## config.mk

```make
export PLATFORM = sky130hd
export DESIGN_NAME = hazard_scoreboard_unit
export DESIGN_NICKNAME = d
export VERILOG_FILES = /design/src/rtl/hazard_scoreboard_unit.sv
export SDC_FILE = /design/constraint.sdc
export NUM_CORES = 1
export LEC_CHECK = 0
export ABC_AREA = 0
export CAP_MARGIN = 15
export CORE_MARGIN = 2
export CORE_UTILIZATION = 30
export CTS_CLUSTER_SIZE = 25
export DETAILED_ROUTE_END_ITERATION = 16
export PLACE_DENSITY = 0.75
export SLEW_MARGIN = 20
export SYNTH_ARGS = -nofsm -noshare
export SYNTH_HDL_FRONTEND = slang
export SYNTH_SLANG_ARGS = --single-unit
```

## constraint.sdc

```tcl
create_clock -name clk -period 1.9 [get_ports clk]
set_input_delay 0.38 -clock clk [delete_from_list [all_inputs] [get_ports clk]]
set_output_delay 0.38 -clock clk [all_outputs]
set_load 0.005 [all_outputs]
```

## src/rtl/hazard_scoreboard_unit.sv

```systemverilog
// hazard_scoreboard_unit
//   Pipeline hazard controller for a five-stage in-order core. It produces
//   operand forwarding selects, load-use stalls, branch flushes, multi-cycle
//   (mul/div) EXE occupancy and data-memory wait freezes.
//
// Parameters
//   RAW     register-address width (4 = RV32E, 5 = RV32I)
//   MC_LAT  EXE occupancy of a multi-cycle op, in cycles (2..16)
//
// Ports
//   clk, rst_n                 clock, asynchronous active-low reset
//   rs1_ID, rs2_ID, rs1use_ID, rs2use_ID, Branch_ID     decode-stage info
//   rd_EXE, RegWrite_EXE, DatatoReg_EXE, mem_w_EXE, rs2_EXE, mc_start_EXE
//   rd_MEM, RegWrite_MEM, DatatoReg_MEM, mem_req_MEM    memory-stage info
//   mem_ready                  data memory ready
//   PC_EN_IF, reg_*_EN, reg_*_flush   pipeline register enables / flushes
//   forward_ctrl_A/B           00 none, 01 EXE, 10 MEM alu, 11 MEM load
//   forward_ctrl_ls            store data in EXE takes load result from MEM
//   mc_busy                    multi-cycle op occupying EXE
//   stall_cnt                  cycles with PC_EN_IF low (only when the
//                              HAZARD_STALL_CNT_EN macro is defined)
//
// Handshake: mem_req_MEM/mem_ready form a request/ready pair. A request with
// mem_ready low freezes the pipeline; once frozen, the freeze lasts until
// mem_ready rises, regardless of mem_req_MEM.
//
// The FSM state is held in state_q (IDLE, MC_BUSY, MEM_WAIT) for checkers.
module hazard_scoreboard_unit #(
  parameter int RAW    = 5,
  parameter int MC_LAT = 4
) (
  input  logic           clk,
  input  logic           rst_n,
  input  logic [RAW-1:0] rs1_ID,
  input  logic [RAW-1:0] rs2_ID,
  input  logic [RAW-1:0] rd_EXE,
  input  logic [RAW-1:0] rd_MEM,
  input  logic [RAW-1:0] rs2_EXE,
  input  logic           rs1use_ID,
  input  logic           rs2use_ID,
  input  logic           Branch_ID,
  input  logic           RegWrite_EXE,
  input  logic           RegWrite_MEM,
  input  logic           DatatoReg_EXE,
  input  logic           DatatoReg_MEM,
  input  logic           mem_w_EXE,
  input  logic           mc_start_EXE,
  input  logic           mem_req_MEM,
  input  logic           mem_ready,
  output logic           PC_EN_IF,
  output logic           reg_FD_EN,
  output logic           reg_FD_flush,
  output logic           reg_DE_EN,
  output logic           reg_DE_flush,
  output logic           reg_EM_EN,
  output logic           reg_EM_flush,
  output logic           reg_MW_EN,
  output logic           reg_MW_flush,
  output logic [1:0]     forward_ctrl_A,
  output logic [1:0]     forward_ctrl_B,
  output logic           forward_ctrl_ls,
  output logic           mc_busy
`ifdef HAZARD_STALL_CNT_EN
  ,
  output logic [31:0]    stall_cnt
`endif
);

  localparam int CW = $clog2(MC_LAT);
  // The start cycle (seen in IDLE) is the first occupancy cycle, so the
  // counter covers the remaining MC_LAT-1 cycles: MC_LAT-2 down to 0.
  localparam logic [CW-1:0] CNT_LOAD = CW'(MC_LAT - 2);

  typedef enum logic [1:0] {IDLE, MC_BUSY, MEM_WAIT} state_t;

  state_t        state_q, state_d;
  logic [CW-1:0] cnt_q, cnt_d;
  logic          saved_busy_q, saved_busy_d;

  logic eff_busy;
  logic mem_stall;
  logic mc_accept;
  logic load_use;

  function automatic logic [1:0] fwd_sel(input logic use_, input logic [RAW-1:0] rs);
    logic [1:0] sel;
    sel = 2'b00;
    if (use_ && rs != '0) begin
      if (RegWrite_EXE && rd_EXE == rs)      sel = 2'b01;
      else if (RegWrite_MEM && rd_MEM == rs) sel = DatatoReg_MEM ? 2'b11 : 2'b10;
    end
    return sel;
  endfunction

  // Forwarding is independent of the FSM and valid in every state.
  assign forward_ctrl_A  = rst_n ? fwd_sel(rs1use_ID, rs1_ID) : 2'b00;
  assign forward_ctrl_B  = rst_n ? fwd_sel(rs2use_ID, rs2_ID) : 2'b00;
  assign forward_ctrl_ls = rst_n & mem_w_EXE & (rs2_EXE == rd_MEM) & (rd_MEM != '0)
                           & RegWrite_MEM & DatatoReg_MEM;

  // While frozen in MEM_WAIT the FSM behaves as the state it left once the
  // memory becomes ready, so the exit cycle is a normal cycle of that state.
  assign eff_busy  = (state_q == MC_BUSY) || (state_q == MEM_WAIT && saved_busy_q);
  assign mem_stall = (state_q == MEM_WAIT) ? !mem_ready : (mem_req_MEM && !mem_ready);
  assign mc_accept = (state_q == IDLE) && mc_start_EXE && !mem_stall;
  assign load_use  = RegWrite_EXE && DatatoReg_EXE &&
                     ((rs1use_ID && rs1_ID != '0 && rs1_ID == rd_EXE) ||
                      (rs2use_ID && rs2_ID != '0 && rs2_ID == rd_EXE));

  always_ff @(posedge clk or negedge rst_n) begin
    if (!rst_n) begin
      state_q      <= IDLE;
      cnt_q        <= '0;
      saved_busy_q <= 1'b0;
    end else begin
      state_q      <= state_d;
      cnt_q        <= cnt_d;
      saved_busy_q <= saved_busy_d;
    end
  end

  always_comb begin
    state_d      = state_q;
    cnt_d        = cnt_q;
    saved_busy_d = saved_busy_q;
    PC_EN_IF     = 1'b1;
    reg_FD_EN    = 1'b1;
    reg_FD_flush = 1'b0;
    reg_DE_EN    = 1'b1;
    reg_DE_flush = 1'b0;
    reg_EM_EN    = 1'b1;
    reg_EM_flush = 1'b0;
    reg_MW_EN    = 1'b1;
    reg_MW_flush = 1'b0;
    mc_busy      = 1'b0;

    if (mem_stall) begin
      // Freeze everything up to MEM; mc_cnt holds its value.
      state_d      = MEM_WAIT;
      saved_busy_d = eff_busy;
      PC_EN_IF     = 1'b0;
      reg_FD_EN    = 1'b0;
      reg_DE_EN    = 1'b0;
      reg_EM_EN    = 1'b0;
      reg_MW_flush = 1'b1;
    end else if (eff_busy || mc_accept) begin
      // EXE held by the multi-cycle op: bubble into MEM behind it.
      PC_EN_IF     = 1'b0;
      reg_FD_EN    = 1'b0;
      reg_DE_EN    = 1'b0;
      reg_EM_flush = 1'b1;
      mc_busy      = 1'b1;
      if (mc_accept) begin
        state_d = MC_BUSY;
        cnt_d   = CNT_LOAD;
      end else if (cnt_q == '0) begin
        state_d = IDLE;
      end else begin
        state_d = MC_BUSY;
        cnt_d   = cnt_q - CW'(1);
      end
    end else begin
      state_d = IDLE;
      if (load_use) begin
        PC_EN_IF     = 1'b0;
        reg_FD_EN    = 1'b0;
        reg_DE_flush = 1'b1;
      end else if (Branch_ID) begin
        reg_FD_flush = 1'b1;
      end
    end

    if (!rst_n) begin
      PC_EN_IF     = 1'b0;
      reg_FD_EN    = 1'b0;
      reg_FD_flush = 1'b0;
      reg_DE_EN    = 1'b0;
      reg_DE_flush = 1'b0;
      reg_EM_EN    = 1'b0;
      reg_EM_flush = 1'b0;
      reg_MW_EN    = 1'b0;
      reg_MW_flush = 1'b0;
      mc_busy      = 1'b0;
    end
  end

`ifdef HAZARD_STALL_CNT_EN
  always_ff @(posedge clk or negedge rst_n) begin
    if (!rst_n) begin
      stall_cnt <= '0;
    end else if (!PC_EN_IF && stall_cnt != 32'hFFFF_FFFF) begin
      stall_cnt <= stall_cnt + 32'd1;
    end
  end
`endif

endmodule

```

==> Yosys cells after proc, flatten, opt, wreduce, memory -nomap -nowiden <==
Cells that the tools add are included.
{ "word_totals": {"reg_bits": 5} }
{ "op_classes": {"bitwise_logic": 6, "mux": 40, "n_addsub": 1, "reduce_logical": 25, "n_eq_ne": 10} }
{ "op_table": {"columns": ["op", "n"], "rows": [
  ["equality test 5 bit", 7],
  ["two-way mux 1 bit", 28],
  ["two-way mux 2 bit", 12],
  ["nonzero test 5 bit", 3],
  ["logical AND 1 bit", 14],
  ["AND 1 bit", 5],
  ["zero test 2 bit", 2],
  ["logical OR 1 bit", 3],
  ["AND reduction 3 bit", 1],
  ["equality test 2 x 1 -> 1 bit, second input constant", 1],
  ["equality test 2 bit, second input constant", 1],
  ["zero test 1 bit", 2],
  ["!= test 2 bit, second input constant", 1],
  ["subtractor 2 x 1 -> 2 bit, second input constant", 1],
  ["inverter 1 bit", 1]
]} }

==> Longest topological paths before layout <==
{ "logic_depth": {"ltp_word": 9, "depth_mapped": 7, "depth_no_buf": 7} }

==> Least setup slack after synthesis <==
No wires, ideal clock.
{ "synth_path": {"path_type": "input to output", "start": "input port rs2_ID[1]", "end": "output port reg_FD_EN", "setup_slack_ns": -0.106, "path_stages": 6, "arrival_ns": 1.626, "cell_sequence": "or4_1 o21ai_2 nor4_1 o211a_1 nor2_1 buf_4"} }
{ "synth_via": {"elab_chain_len": 9, "elab_cells_between_ends": 10, "classes_between": "eq/ne (1); mux (4); reduce/logical (5)"} }
{ "synth_rtl": {"columns": ["item", "line_no", "text"], "rows": [
  ["start: declaration", "35", "input logic [RAW-1:0] rs2_ID,"],
  ["nonzero test 5 bit", "108", "(rs2use_ID && rs2_ID != '0 && rs2_ID == rd_EXE));"],
  ["logical AND 1 bit", "108", null],
  ["logical AND 1 bit (*)", "108", null],
  ["logical OR 1 bit (*)", "107", "((rs1use_ID && rs1_ID != '0 && rs1_ID == rd_EXE) ||"],
  ["logical AND 1 bit (*)", "106", "assign load_use = RegWrite_EXE && DatatoReg_EXE &&"],
  ["two-way mux 1 bit (*) (4 in a row)", null, null],
  ["end: declaration", "51", "output logic reg_FD_EN,"]
]} }
Every way passes the cells marked *; elsewhere a longest branch is shown, timed or not.

==> Worst setup path in the final report <==
{ "layout_path": {"start": "input port rs1_ID[1]", "end": "output port reg_FD_flush"} }
{ "layout_via": {"elab_chain_len": 9, "elab_cells_between_ends": 10, "classes_between": "eq/ne (1); mux (4); reduce/logical (5)"} }
{ "layout_rtl": {"columns": ["item", "line_no", "text"], "rows": [
  ["start: declaration", "34", "input logic [RAW-1:0] rs1_ID,"],
  ["nonzero test 5 bit", "107", null],
  ["logical AND 1 bit", "107", null],
  ["logical AND 1 bit (*)", "107", null],
  ["logical OR 1 bit (*)", "107", null],
  ["logical AND 1 bit (*)", "106", null],
  ["two-way mux 1 bit (*)", "164", "if (load_use) begin"],
  ["two-way mux 1 bit (*)", "146", "end else if (eff_busy || mc_accept) begin"],
  ["two-way mux 1 bit (*)", "137", "if (mem_stall) begin"],
  ["two-way mux 1 bit (*)", "173", "if (!rst_n) begin"],
  ["end: declaration", "52", "output logic reg_FD_flush,"]
]} }
Marked as above.

==> run summary <==
status - finished with violations
failing checks - negative setup slack
placer congestion estimate - 0.866
Ys Warns - 0
final hold vios - 0
max_cap viols - 0
commonest non-fill, non-tap cell in the layout - buf_4
die height - 52.6 um
DR iter-0 viols - 17
Syn Inst Count - 93
Routed WL per cell - 15.9 um
drt drc - 0
Final min period - 2.33 ns
WL final - 3430 um
Reg area - 125 um^2
H-tree Lvls - 1
gr ovfl total - 0
nets - 228
Placement Setup Slack - -1.01 ns
crit-path max FO - 3
most frequent cells in the layout - buf_4 (35), buf_2 (16), xnor2_1 (15)
syn nets - 132
Top-Level Pins - 53
die area - 2770 um^2
Core Rows - 17
PortBufs - 52
Slew @ Worst Pin - 0.345 ns
Clk pin slew, worst setup/hold paths - 0.06 ns
DP HPWL - 2050 um
ys flop type - dfrtp_1
worst endpoint data arrival time - 1.95 ns
hold_ws - 0.290 ns
final worst-path cycle share - 1.22
Static Leakage - 0.831 nW
GRT Total Usage - 0.211
antenna violations before repair - 0
Worst Clk Skew - 0.0115 ns
area of the mapped netlist - 708 um^2
post-synthesis register bit count - 5
number of CTS-inserted buffers - 3
first-pass GRT wire length - 4350 um
DRT Pass-1 Iters - 4
fmax - 430 MHz
crit end category - output pin
Initial Util - 0.320
clock sink count - 5
fillers - 151
Final WS setup - -0.426 ns
Pwr Total - 0.786 mW
Placeable Area - 2210 um^2
Peak supply drop - 449 uV
HP Class - input pin to asynchronous set/reset pin
area of the multi-input gates - 729 um^2
Clk Latency, worst-skew pair - 0.25 ns
Post-synth EDFFs - 0
die width - 52.6 um
RSZ-0062 raised after global routing - true
pwr dens - 462 nW/um^2
Final ANT Viol Nets - 0
diodes inserted - 0
vias in the first global route - 1079
Worst slew margin - 0.769
area grow syn2layout - 140%
max-slew violation count - 0
synthesized area per cell - 7.61 um^2
critical path class - input pin to output pin
Vias/cell - 5.15
largest net degree at the start of global routing - 11
Netlist cell types - 27
CTS tree - built
sequential area share after synthesis - 0.177
R2R cell count - 8
Critical Path Start Type - input pin
vias after detailed routing - 1113
Async SR Flop Fraction - 1.00
CP required - 1.52 ns
root buffer cell - clkbuf_4
clk buf depth - 2
share of cells above drive strength 1 - 0.564
Setup Viol. Count Final - 8
==> power breakdown <==
part	switching (mW)	total (mW)	internal (mW)
logic	0.222	0.491	0.269
registers	0.0269	0.166	0.139
clock network	0.0493	0.129	0.0797
==> critical path, cell delays in order <==
cell	delay, ns
buf_6	0.09
or4_4	0.54
o21ai_4	0.18
nor4_4	0.08
o211a_1	0.27
buf_6	0.13
nor3b_2	0.14
buf_2	0.13
==> registers in the layout, summed over array words and instances (netlist names) <==
name and count:
state_q 2, cnt_q 2, saved_busy_q 1
==> final cells by class <==
| cell class | instances | share of cell area |
|---|---|---|
| Timing Repair Buffer | 94 | 0.451 |
| Multi-Input combinational cell | 80 | 0.428 |
| Sequential cell | 5 | 0.0735 |
| Tap cell | 28 | 0.0206 |
| Clock buffer | 4 | 0.0154 |
| Inverter | 5 | 0.0110 |
==> logic make-up after synthesis <==
group | count (synthesis) | share of synthesized area
and+or+nand+nor | 38 | 0.300
xor gates and xnor gates | 24 | 0.297
AOI/OAI and AO/OA | 17 | 0.150
buffers and inverters | 8 | 0.0583
DFF | 5 | 0.177
adders and majority gates | 1 | 0.0177
==> worst paths after layout <==
| check | startpoint | to | slack (ns) |
|---|---|---|---|
| max | rs1_ID[1] | reg_FD_flush | -0.43 |
| max reg2reg | state_q[1] | cnt_q[1] | 0.37 |
| min in group clk | cnt_q[1] | cnt_q[1] | 0.54 |
| max in group asynchronous | rst_n | cnt_q[0] | 1.46 |
| min | rst_n | state_q[1] | 0.29 |
| min reg2reg | cnt_q[1] | cnt_q[1] | 0.54 |
==> routing by layer <==
metal  global-route usage  share of wire
met1                0.237           0.38
met3               0.0343          0.061
met2                0.398           0.53
met4               0.0641          0.027
met5                    0              0
==> repair_timing <==
| action | 4_1_cts | 5_1_grt |
|---|---|---|
| setup endpoints to repair | 15 | 14 |
| hold buffers | 0 | 0 |
| gates resized for setup | 125 | 53 |
| setup buffers | 11 | 11 |
| pin swaps | 24 | 22 |
==> cell usage after synthesis (4+ instances only) <==
| cell type | n | share of area |
|---|---|---|
| xnor2_1 | 19 | 0.23 |
| nor4_1 | 4 | 0.035 |
| inv_1 | 4 | 0.021 |
| a21oi_1 | 5 | 0.035 |
| or4_1 | 4 | 0.042 |
| nor2_1 | 5 | 0.027 |
| o21ai_1 | 5 | 0.035 |
| dfrtp_1 | 5 | 0.18 |
| nand2_1 | 7 | 0.037 |
| xor2_1 | 5 | 0.062 |
==> through the flow <==
step	instances	utilization	TNS [ns]	instance area [um^2]
floorplan	93	-	-0.0831	711
global placement	193	0.640	-9.80	1420
detailed placement	193	0.640	-10.01	1420
CTS	207	0.680	-2.00	1510
global route	216	0.770	-2.78	1700
finish	216	0.770	-2.48	1700
No activity file was read; power rests on OpenSTA's default activity.
